`config.mk`:
```
export PLATFORM = sky130hd
export DESIGN_NAME = glb_port_arbiter
export DESIGN_NICKNAME = d
export VERILOG_FILES = /design/src/rtl/glb_arb_pkg.sv /design/src/rtl/rr_priority_picker.sv /design/src/rtl/glb_port_arbiter.sv
export SDC_FILE = /design/constraint.sdc
export NUM_CORES = 1
export LEC_CHECK = 0
export BUFFER_PORTS_ARGS = -buffer_cell sky130_fd_sc_hd__buf_2
export CORE_MARGIN = 2
export CORE_UTILIZATION = 45
export CTS_CLUSTER_SIZE = 8
export DETAILED_ROUTE_END_ITERATION = 8
export HOLD_SLACK_MARGIN = 0.05
export PLACE_DENSITY_LB_ADDON = 0.3
export SYNTH_ARGS = -nofsm -noshare
export SYNTH_HDL_FRONTEND = slang
export SYNTH_SLANG_ARGS = --single-unit
export TNS_END_PERCENT = 100
```
`constraint.sdc`:
```
create_clock -name clk -period 4.8 [get_ports clk]
set_clock_uncertainty 0.15 [all_clocks]
set_input_delay 0.72 -clock clk [delete_from_list [all_inputs] [get_ports clk]]
set_output_delay 0.72 -clock clk [all_outputs]
set_load 0.03 [all_outputs]
```
`src/rtl/glb_arb_pkg.sv`:
```
// Shared definitions for the GLB port arbiter.
// Contents:
//   GLB_ADDR_W / GLB_DATA_W  default GLB address and data widths
//   glb_req_t                one client's request bundle (we, addr, wdata) at the default widths
//   client_idx_w()           width of a client index (clog2 of the client count, minimum 1)
package glb_arb_pkg;

    localparam int GLB_ADDR_W = 20;
    localparam int GLB_DATA_W = 16;

    typedef struct packed {
        logic                  we;
        logic [GLB_ADDR_W-1:0] addr;
        logic [GLB_DATA_W-1:0] wdata;
    } glb_req_t;

    function automatic int client_idx_w(input int n);
        return (n > 1) ? $clog2(n) : 1;
    endfunction

endpackage

```
`src/rtl/rr_priority_picker.sv`:
```
// Combinational rotate-and-find-first picker.
// The search starts at the client after ptr, wraps around, and picks the first
// client with its req bit set.
// Ports:
//   req    in   N       request vector
//   ptr    in   IDX_W   index of the most recently served client
//   grant  out  N       one-hot grant (all zero when nothing is requested)
//   idx    out  IDX_W   index of the granted client (0 when nothing is requested)
module rr_priority_picker #(
    parameter int N     = 3,
    parameter int IDX_W = 2
) (
    input  logic [N-1:0]     req,
    input  logic [IDX_W-1:0] ptr,
    output logic [N-1:0]     grant,
    output logic [IDX_W-1:0] idx
);

    always_comb begin
        int  j;
        logic hit;
        grant = '0;
        idx   = '0;
        hit   = 1'b0;
        j     = 0;
        for (int k = 1; k <= N; k++) begin
            j = (int'(ptr) + k) % N;
            if (!hit && req[j]) begin
                hit      = 1'b1;
                grant[j] = 1'b1;
                idx      = IDX_W'(j);
            end
        end
    end

endmodule

```
`src/rtl/glb_port_arbiter.sv`:
```
// Registered arbiter that multiplexes NUM_CLIENTS requesters onto one GLB port
// and routes read data back to the client that issued each read.
// A non-zero force_sel pins the port to its lowest set client (legacy one-hot
// behaviour); an all-zero force_sel selects round-robin arbitration.
// Optional feature macro: GLB_ARB_COLLISION_CNT_EN (saturating count of cycles
// with two or more requests; without it collision_count is tied to 0).
// Ports:
//   clk, reset       clock, asynchronous active-high reset
//   force_sel        one-hot forced client select, zero = round-robin
//   req_valid/ready  per-client handshake (req_ready is combinational)
//   req_we           per-client 1 = write, 0 = read
//   req_addr/wdata   packed per-client address / write data
//   rsp_valid        one-cycle read-data-valid pulse to the issuing client
//   rsp_data         shared read-data bus, qualified by rsp_valid
//   glb_we/re        registered GLB write / read enables
//   glb_addr/wdata   registered GLB address / write data
//   glb_rdata        GLB read data
//   collision_count  contention statistic
module glb_port_arbiter
    import glb_arb_pkg::*;
#(
    parameter int NUM_CLIENTS  = 3,
    parameter int ADDR_WIDTH   = GLB_ADDR_W,
    parameter int DATA_WIDTH   = GLB_DATA_W,
    parameter int READ_LATENCY = 1
) (
    input  logic                              clk,
    input  logic                              reset,
    input  logic [NUM_CLIENTS-1:0]            force_sel,
    input  logic [NUM_CLIENTS-1:0]            req_valid,
    output logic [NUM_CLIENTS-1:0]            req_ready,
    input  logic [NUM_CLIENTS-1:0]            req_we,
    input  logic [NUM_CLIENTS*ADDR_WIDTH-1:0] req_addr,
    input  logic [NUM_CLIENTS*DATA_WIDTH-1:0] req_wdata,
    output logic [NUM_CLIENTS-1:0]            rsp_valid,
    output logic [DATA_WIDTH-1:0]             rsp_data,
    output logic                              glb_we,
    output logic                              glb_re,
    output logic [ADDR_WIDTH-1:0]             glb_addr,
    output logic [DATA_WIDTH-1:0]             glb_wdata,
    input  logic [DATA_WIDTH-1:0]             glb_rdata,
    output logic [15:0]                       collision_count
);

    localparam int IDX_W = client_idx_w(NUM_CLIENTS);

    typedef struct packed {
        logic                  we;
        logic [ADDR_WIDTH-1:0] addr;
        logic [DATA_WIDTH-1:0] wdata;
    } req_t;

    logic [IDX_W-1:0]       rr_ptr;
    logic [NUM_CLIENTS-1:0] rr_grant;
    logic [IDX_W-1:0]       rr_idx;
    logic [NUM_CLIENTS-1:0] force_grant;
    logic [IDX_W-1:0]       force_idx;
    logic                   force_mode;
    logic [IDX_W-1:0]       sel_idx;
    logic                   transfer;
    req_t                   sel_req;
    logic [NUM_CLIENTS-1:0] rd_tag;
    logic [NUM_CLIENTS-1:0] tag_pipe [READ_LATENCY];

    rr_priority_picker #(
        .N     (NUM_CLIENTS),
        .IDX_W (IDX_W)
    ) u_picker (
        .req   (req_valid),
        .ptr   (rr_ptr),
        .grant (rr_grant),
        .idx   (rr_idx)
    );

    // Descending scan so the lowest set force_sel bit is the one that sticks.
    always_comb begin
        force_grant = '0;
        force_idx   = '0;
        for (int i = NUM_CLIENTS - 1; i >= 0; i--) begin
            if (force_sel[i]) begin
                force_grant    = '0;
                force_grant[i] = 1'b1;
                force_idx      = IDX_W'(i);
            end
        end
    end

    assign force_mode = |force_sel;
    assign req_ready  = force_mode ? (force_grant & req_valid) : rr_grant;
    assign transfer   = |req_ready;
    assign sel_idx    = force_mode ? force_idx : rr_idx;

    always_comb begin
        sel_req.we    = req_we[sel_idx];
        sel_req.addr  = req_addr[sel_idx*ADDR_WIDTH +: ADDR_WIDTH];
        sel_req.wdata = req_wdata[sel_idx*DATA_WIDTH +: DATA_WIDTH];
    end

    // Tag enters the pipe on the same edge that raises glb_re.
    assign rd_tag = (transfer && !sel_req.we) ? req_ready : '0;

    always_ff @(posedge clk or posedge reset) begin
        if (reset) begin
            glb_we    <= 1'b0;
            glb_re    <= 1'b0;
            glb_addr  <= '0;
            glb_wdata <= '0;
            rr_ptr    <= IDX_W'(NUM_CLIENTS - 1);
            rsp_valid <= '0;
            for (int k = 0; k < READ_LATENCY; k++) begin
                tag_pipe[k] <= '0;
            end
        end else begin
            glb_we <= transfer & sel_req.we;
            glb_re <= transfer & ~sel_req.we;
            if (transfer) begin
                glb_addr  <= sel_req.addr;
                glb_wdata <= sel_req.wdata;
            end
            if (transfer && !force_mode) begin
                rr_ptr <= rr_idx;
            end
            tag_pipe[0] <= rd_tag;
            for (int k = 1; k < READ_LATENCY; k++) begin
                tag_pipe[k] <= tag_pipe[k-1];
            end
            rsp_valid <= tag_pipe[READ_LATENCY-1];
        end
    end

    // Read data passes straight through; the bus reads 0 whenever no response is due.
    assign rsp_data = (|rsp_valid) ? glb_rdata : '0;

`ifdef GLB_ARB_COLLISION_CNT_EN
    logic [15:0] coll_cnt;
    logic        multi_req;

    // Clearing the lowest set bit leaves something only if two or more bits were set.
    assign multi_req = |(req_valid & (req_valid - NUM_CLIENTS'(1)));

    always_ff @(posedge clk or posedge reset) begin
        if (reset) begin
            coll_cnt <= '0;
        end else if (multi_req && coll_cnt != 16'hFFFF) begin
            coll_cnt <= coll_cnt + 16'd1;
        end
    end

    assign collision_count = coll_cnt;
`else
    assign collision_count = '0;
`endif

endmodule

```
==> summary.md, run 1 <==
The tool flagged a number of max-cap violations equal to 0. Power density over the cells: 493.4 nW/um^2. The chip width was 95.00 um. CTS placed an instance of clkbuf_8 at the clock tree root. The worst supply voltage drop on vdd is 0.2592 mV, and the required time of the critical path is 3.93 ns. Using the TritonRoute via totals, the vias-per-cell ratio works out to 5.643. The share of the core filled with cells in the final layout is 57.67%.

For the portion of total power attributed to sequential cells, the log shows 28.1%. The tools report the capturing element type of the critical path as a primary output. Of the total synthesized cell area, the portion taken by full adders, half adders and majority gates is 1.343%. Worst setup path category: reg2out. The number of slew-limit violations in the final report is 0, and the clock latency on the worst-skew pair is 0.30 ns. After routing the design area is 4691 um^2. Registers take 1152 um^2. The via count of the first global-routing pass was 3,500; the clock edge transition at the registers on the reported setup and hold paths was 0.09 ns.

The logs give 0 for the initial antenna violation count and 211 for the I/O pin count. Data arrival time of the critical path: 2.48 ns. The synthesized netlist devotes 0% of its cell area to XOR and XNOR gates. The last weighted congestion value of the routability-driven placer was 0.8703. The effective utilization at floorplan was 45.81%; the placeable core area was 8134 um^2. Setup total negative slack on the finished layout was measured at 0 ns. The portion of netlist area occupied by mux cells was 12.12%. In this run, post-CTS hold repair placed 0 buffers. Summing all multi-input logic gate instances after layout gives 2237 um^2. The transition at the pin with the smallest max-transition slack is 1.062 ns. Type of element launching the critical path: a flip-flop. The tools report the maximum clock path buffer count as 2. The routed length per instance was 16.77 um; the internal power of the cells was 0.001226 W.

The detailed router placed 3,685 vias in this run. The number of synthesized register bits is 46, and the number of enable flip-flop cells after synthesis is 0. Global routing finished with a remaining overflow of 0. The synthesized netlist occupies a cell area of 3726 um^2. The share of total power dissipated in the clock network is 13.2%.

The tightest min-delay check is of the reg2reg type. The count of distinct cell types in the synthesized netlist was 49. For this run, the total global-route usage over all layers was measured as 23.81%. After detailed placement, the total cell area comes to 4574 um^2. Static timing analysis puts the maximum clock frequency at 0.2984 GHz. The final hold violation count is 0, and the switching power share of the total is 47.01%. The number of nets in the finished design was 686.

In this run the tool buffered the top-level ports with 194 buffer cells. Total wire length: 10,950 um. The number of clock buffers added by TritonCTS is 5. The flow ran to the end, and the final reports show no timing, DRC or antenna violations. The area of the die was 9024 um^2. For the number of diodes, the log shows 0.

TritonCTS built the clock tree. Subtracting the final worst setup slack from the clock period gives 3.351 ns. Yosys printed 0 warnings. After filler insertion, the fill cell instance count of the layout stands at 730. The logs give 2.225 nW for the cell leakage power and 58.8% for the portion of total power attributed to combinational logic.

The number of setup buffers added after CTS is 0. Relative to the synthesized area, the layout overhead comes to 25.89%. Sequential cells were found to cover 30.93% of the synthesized design area.

Synthesis handed over a netlist of 381 instances. Highest fanout seen on the critical path: 10. After synthesis, the largest family of logic cells by area is compound AO/OA/AOI/OAI gates. In the synthesized netlist the dominant register cell turns out to be dfrtp_1. The wire length of the first global-routing pass was 17,000 um; the residual antenna-violating net count after detailed routing was 0. The placed wire-length estimate came out at 7654 um.

The initialized floorplan defines 33 standard-cell rows. Summing the areas of all compound-gate instances in the mapped netlist gives 32.54% of the synthesized area. The clock tree synthesis step divided the H-tree into 2 levels. Setup violations remaining at the end of the flow were counted as 0. The number of iterations in the first detailed-routing pass is 4, and the floorplan die height is 95.00 um. The clock drives 46 sinks. Share of layout cells above drive strength 1: 51.82%.

The largest net degree at the start of global routing was 47; the worst slew slack as a fraction of its limit was 28.95%. After synthesis, the share of flip-flops with an asynchronous set or reset is 100.0%. Summed over all nets, the switching power comes to 0.001088 W. The final critical path takes up 69.82% of the cycle. The number of resized instances in the post-cts repair step was 0.

The detailed router finished its first iteration with 107 violations. The average cell area after synthesis was 9.780 um^2. In the routed design, unresolved DRC markers number 0. The synthesized netlist devotes 11.75% of its cell area to simple gates. Setup repair after global routing left no endpoint under its margin.
==> routing by layer <==
layer / global-route usage (%) / vias to the layer above / wire, um
met4: 6.159 / 0 / 126
met2: 42.73 / 192 / 5456
met5: 0 / - / 0
li1: - / 1728 / -
met1: 28.57 / 1755 / 4312
met3: 5.507 / 10 / 1057
==> final cells by class <==
type	count	area share (%)
repair buffers	199	21.50
multi-input cells	283	47.69
flip-flops and latches	46	24.57
clock buffers	7	1.840
inverters	12	0.9603
well taps	105	2.801
clock inverters	1	0.6402
==> cells in the mapped netlist, types with 2 or more instances <==
library cell,number,area share (%)
mux2_2,37,11
nor2b_1,18,3.0
dfrtp_1,45,30
o31ai_1,37,7.5
buf_2,4,0.54
o21ai_1,2,0.27
nor3_1,3,0.40
o31a_1,2,0.47
buf_1,2,0.20
buf_4,19,3.8
ha_1,4,1.3
nand2b_1,5,0.84
mux2i_1,2,0.54
a41oi_2,21,9.2
a21oi_1,41,5.5
inv_1,11,1.1
clkbuf_1,18,1.8
a31oi_1,4,0.67
nand2_1,4,0.40
a41oi_1,16,3.8
nor2_1,45,4.5
or3_4,3,0.91
buf_6,12,3.6
==> logic make-up after synthesis <==
| kind of cell | Yosys count |
|---|---|
| buffers and inverters | 67 |
| and+or+nand+nor | 84 |
| adders and majority gates | 4 |
| AOI/OAI and AO/OA | 139 |
| muxes | 40 |
| other | 1 |
| DFF | 46 |
==> power by group through the flow <==
stage / sequential (W) / combinational (W) / clock (W)
global placement: 0.000648 / 0.00135 / 0
global route: 0.000671 / 0.00146 / 0.000327
CTS: 0.000651 / 0.00137 / 0.000313
floorplan: 0.000978 / 0.000716 / 0
finish: 0.000650 / 0.00136 / 0.000305
detailed placement: 0.000655 / 0.00136 / 0
==> stage by stage <==
step                cells  setup WS [ns]  power [W]  hold WS (ns)
floorplan             396          2.018   0.001694        0.1812
global placement      645          1.562   0.001996        0.1843
detailed placement    645          1.524   0.002020        0.1975
CTS                   653          1.441   0.002330        0.2162
global route          653          1.276   0.002463        0.2163
finish                653          1.449   0.002314        0.2137
==> worst max-delay path: stages (launching register included) <==
cell,delay (ns)
dfstp_2,0.56
inv_1,0.06
ha_1,0.30
a21oi_1,0.18
o21ai_1,0.09
a2111oi_2,0.56
o31ai_4,0.15
inv_1,0.09
buf_2,0.19
==> flip-flops by register name, summed over array words and instances (netlist names) <==
| signal | count |
|---|---|
| glb_addr | 20 |
| glb_re | 1 |
| glb_wdata | 16 |
| glb_we | 1 |
| rr_ptr | 2 |
| rsp_valid | 3 |
| tag_pipe | 3 |
==> placed cells by master, fill, tap and decap left out, types with 3 or more instances in the layout <==
cell / instances
a21oi_1: 41
a31oi_1: 4
a41oi_1: 16
a41oi_2: 21
buf_2: 194
buf_4: 5
clkbuf_8: 6
conb_1: 16
dfrtp_1: 45
ha_1: 4
inv_1: 10
mux2_2: 37
nand2_1: 4
nand2b_1: 4
nor2_1: 45
nor2b_1: 17
o31ai_1: 37
or3_4: 3
==> final timing paths <==
check / start / to / slack, ns / cells after the start
min reg2reg: tag_pipe[0] / rsp_valid[0] / 0.21 / 0
min: tag_pipe[0] / rsp_valid[0] / 0.21 / 0
min in group asynchronous: reset / glb_wdata[7] / 0.51 / 2
max reg2reg: rr_ptr[0] / glb_we / 1.51 / 8
max: rr_ptr[1] / req_ready[2] / 1.45 / 8
max in group asynchronous: reset / glb_wdata[1] / 3.36 / 2
Note: power is estimated with default switching activity, not from simulation.
==> run 2: changes to the inputs <==
- ABC_AREA: not set -> 1
- clock period: 4.8 -> 3.4 ns (I/O delays scaled with it)
==> run 2 against run 1 <==
Sequential share of layout area is essentially flat. Largest power group unchanged. Worst hold slack worse by 0.0060 ns. First-iteration DRC count up 75%. Combinational power is 60% higher. Critical endpoint is now req_ready[0]. Total power up 49%.
==> summary.md, run 2 <==
Traced cell by cell, the critical path runs through ha_1 -> inv_2 -> nand2_1 -> nand2_1 -> nand2_1 -> nand2_1 -> nor2_1 -> nand2_1 -> nand3_1 -> a21boi_1 -> inv_1 -> buf_2. The logs give 24.39% (+0.58 points) for the total track usage and 7807 um^2 (-4.0%) for the placeable core area. The proportion of synthesized chip area in sequential cells was 31.36% (+0.43 points); the relative area change from synthesis to final layout was 27.55%. The tools report the number of DRC markers in iteration 0 as 187 (+75%). The total number of clock tree sinks came out at 46 (unchanged).

The final hold violation count was 0 (unchanged); the number of iterations in the first detailed-routing pass was 4 (unchanged). The main flop type after synthesis is dfrtp_1. The count of buffers added by post-CTS timing repair for setup was 0 (unchanged); the number of vias after detailed routing was 4,072 (+11%). The floorplan die height was 94.37 um (-0.66%).

Setup repair after global routing left no endpoint under its margin. The logs give 2.74 ns (-1.19 ns) for the required time of the critical path and 0 (unchanged) for the number of max-cap violations. The tools report the type of element launching the critical path as a flip-flop. The clock period could shrink to 2.990 ns. The data arrival time of the critical path was 2.33 ns (-0.15 ns); the clock latency on the worst-skew pair was 0.29 ns (about the same).

Count of port buffers added during placement: 194 (unchanged). Yosys attributes the largest share of cell area to dfrtp_1 31%, nand2_1 22%, nand3_1 14%. The flip-flop count of the largest register after layout was 20 (unchanged). The routed length per instance came out at 12.61 um (-25%). The run gives 1152 um^2 (unchanged) as the area of all sequential standard cells. Quantity of hold-fixing buffers added after cts: 0 (unchanged). The run gives 2 (unchanged) as the maximum clock path buffer count. The number of cells on the critical path came out at 12 (+4).

The clock edge transition at the registers on the reported setup and hold paths works out to 0.09 ns (about the same). The area of the multi-input gates is 1862 um^2 (-17%), and the last weighted congestion value of the routability-driven placer is 0.9141 (+5.0%). The fmax came out at 0.3345 GHz. The run gives 0 ns (unchanged) as the post-route setup TNS. The worst setup path is captured at a primary output.

The share of the core filled with cells in the final layout is 60.03% (+2.4 points), and the total wire length is 10,930 um (-0.17%). Cell occurring most often along the worst timing path: nand2_1. For the count of distinct cell types in the synthesized netlist, the log shows 27 (-45%). Family of cells with the greatest summed delay on the critical path: flip-flops. The number of synthesized register bits came out at 46 (unchanged). The critical path's largest stage delay works out to 0.57 ns (about the same). Leaving out fill and tap cells, the most frequent cell in the layout is nand2_1. The largest registers in the layout are glb_addr x20, glb_wdata x16.

The run gives 5 (unchanged) as the total CTS buffers. The power density over the cells is 733.9 nW/um^2 (+49%), and the number of slew-limit violations in the final report is 0 (unchanged). For the initial antenna violation count, the log shows 0 (unchanged).

The path class of the lowest-slack min-delay path is reg2reg. For the number of fill cells in the layout, the log shows 743 (+1.8%). The tools report the cell chosen for the clock root as clkbuf_8. The chip width works out to 94.37 um (-0.66%). TritonCTS built the clock tree. The number of cells on the worst reg-to-reg path is 17 (+9), and the worst slew slack as a fraction of its limit is 34.16% (+5.2 points). For the total congestion overflow, the log shows 0 (unchanged).

Master of the slowest instance on the critical path: dfstp_2. For the number of nets in the finished design, the log shows 903 (+32%). The synthesized design spends more area on one cell type than any other, namely dfrtp_1. Ranked by instance count, the synthesized netlist is headed by 213 x nand2_1, 105 x inv_1, 102 x nand3_1. The transition at the pin with the smallest max-transition slack was 0.9862 ns (-0.07584 ns); the cell leakage power was 3.142 nW (+41%). The number of levels in the clock H-tree was 2 (unchanged). The logs give 0.7735 mV (+200%) for the worst supply voltage drop on vdd and 0 (unchanged) for the number of resized instances in the post-cts repair step.

The worst setup path is of the reg2out kind. The register with the most flip-flops in the final layout is glb_addr. The synthesis warning total is 0 (unchanged), and the final total power is 0.003440 W (+49%). The largest net degree at the start of global routing was 47 (unchanged). The fraction of synthesis flops using an asynchronous set or reset pin was 100.0% (unchanged). For the placed wire-length estimate, the log shows 8060 um (+5.3%). The number of setup violations in the final report was 0 (unchanged). The number of instances in the synthesized netlist is 585 (+54%). The tools report the area of the die as 8905 um^2 (-1.3%). The worst path buffer plus inverter count was 3 (unchanged).

Share of the synthesized area in the top cell type: 30.64% (+0.42 points). Wire length of the first global-routing pass: 17,430 um (+2.5%). Most used standard cell by instance count after synthesis: nand2_1. Highest fanout seen on the critical path: 6 (-4). The number of diodes is 0 (unchanged).

The vias per cell is 4.697 (-17%), and the number of cell rows is 32 (-3.0%). The post-synthesis cell area is 3675 um^2 (-1.4%), and the I/O pin count is 211 (unchanged). The run gives 3,754 (+7.3%) as the via count of the first global-routing pass.

The share of layout cells above drive strength 1 works out to 32.29% (-20 points). The effective utilization at floorplan was 47.07% (+1.3 points); the average cell area after synthesis was 6.282 um^2 (-36%). The number of enable flip-flop cells after synthesis came out at 0 (unchanged). The run finished with clean final reports.

The worst hold path stage count was 0 (unchanged); the number of DRC violations after detailed routing was 0 (unchanged). In the layout the commonest cells are 212 x nand2_1, 194 x buf_2, 104 x inv_1. After layout, the worst path uses 87.93% of the clock period. Residual antenna-violating net count after detailed routing: 0 (unchanged).
==> run 2: per-stage QoR <==
| stage | cells | cell area, um^2 | hold slack, ns | setup WS [ns] |
|---|---|---|---|---|
| finish | 867 | 4687 | 0.2077 | 0.4104 |
| global route | 867 | 4687 | 0.2139 | 0.1486 |
| CTS | 867 | 4687 | 0.2118 | 0.4075 |
| detailed placement | 859 | 4592 | 0.1926 | 0.5221 |
| global placement | 859 | 4592 | 0.1861 | 0.6232 |
| floorplan | 600 | 3731 | 0.1812 | 0.9690 |
==> run 2: cell type report <==
type | count | area share [%]
Timing Repair Buffer | 203 | 22.16
Multi-Input combinational cell | 399 | 39.72
Tap cell | 102 | 2.723
Clock inverter | 2 | 0.2670
Inverter | 109 | 8.783
Clock buffer | 6 | 1.762
Sequential cell | 46 | 24.59
==> run 2: metal layers <==
metal	vias to the layer above	track usage (%)	wire, um
met5	-	0	0
met4	0	7.488	136
met3	14	4.389	848
met2	173	40.83	5196
met1	1800	32.25	4753
li1	2085	-	-
==> run 2: final timing paths <==
| path | startpoint | endpoint | slack (ns) |
|---|---|---|---|
| worst max-delay path | rr_ptr[1] | req_ready[0] | 0.41 |
| worst min-delay path | tag_pipe[1] | rsp_valid[1] | 0.21 |
| worst max register to register | rr_ptr[0] | glb_wdata[1] | 0.47 |
| worst min register to register | tag_pipe[1] | rsp_valid[1] | 0.21 |
| max in group asynchronous | reset | rsp_valid[0] | 2.20 |
| min in group asynchronous | reset | glb_addr[1] | 0.28 |
==> run 2: report_power, final <==
group | leakage [nW] | switching (W) | internal [W]
logic | 2.52 | 0.00154 | 0.000628
clock network | 0.0472 | 0.000188 | 0.000164
registers | 0.571 | 0.000134 | 0.000788
==> run 2: cell families (layout without fill, tap and decap cells) <==
group | count (synthesis) | in the layout | synth area share [%]
and+or+nand+nor | 371 | 371 | 45.83
other | 1 | 16 | 0.1020
buffers and inverters | 155 | 320 | 19.78
DFF | 46 | 46 | 31.36
AOI/OAI and AO/OA | 8 | 8 | 1.566
adders and majority gates | 4 | 4 | 1.362
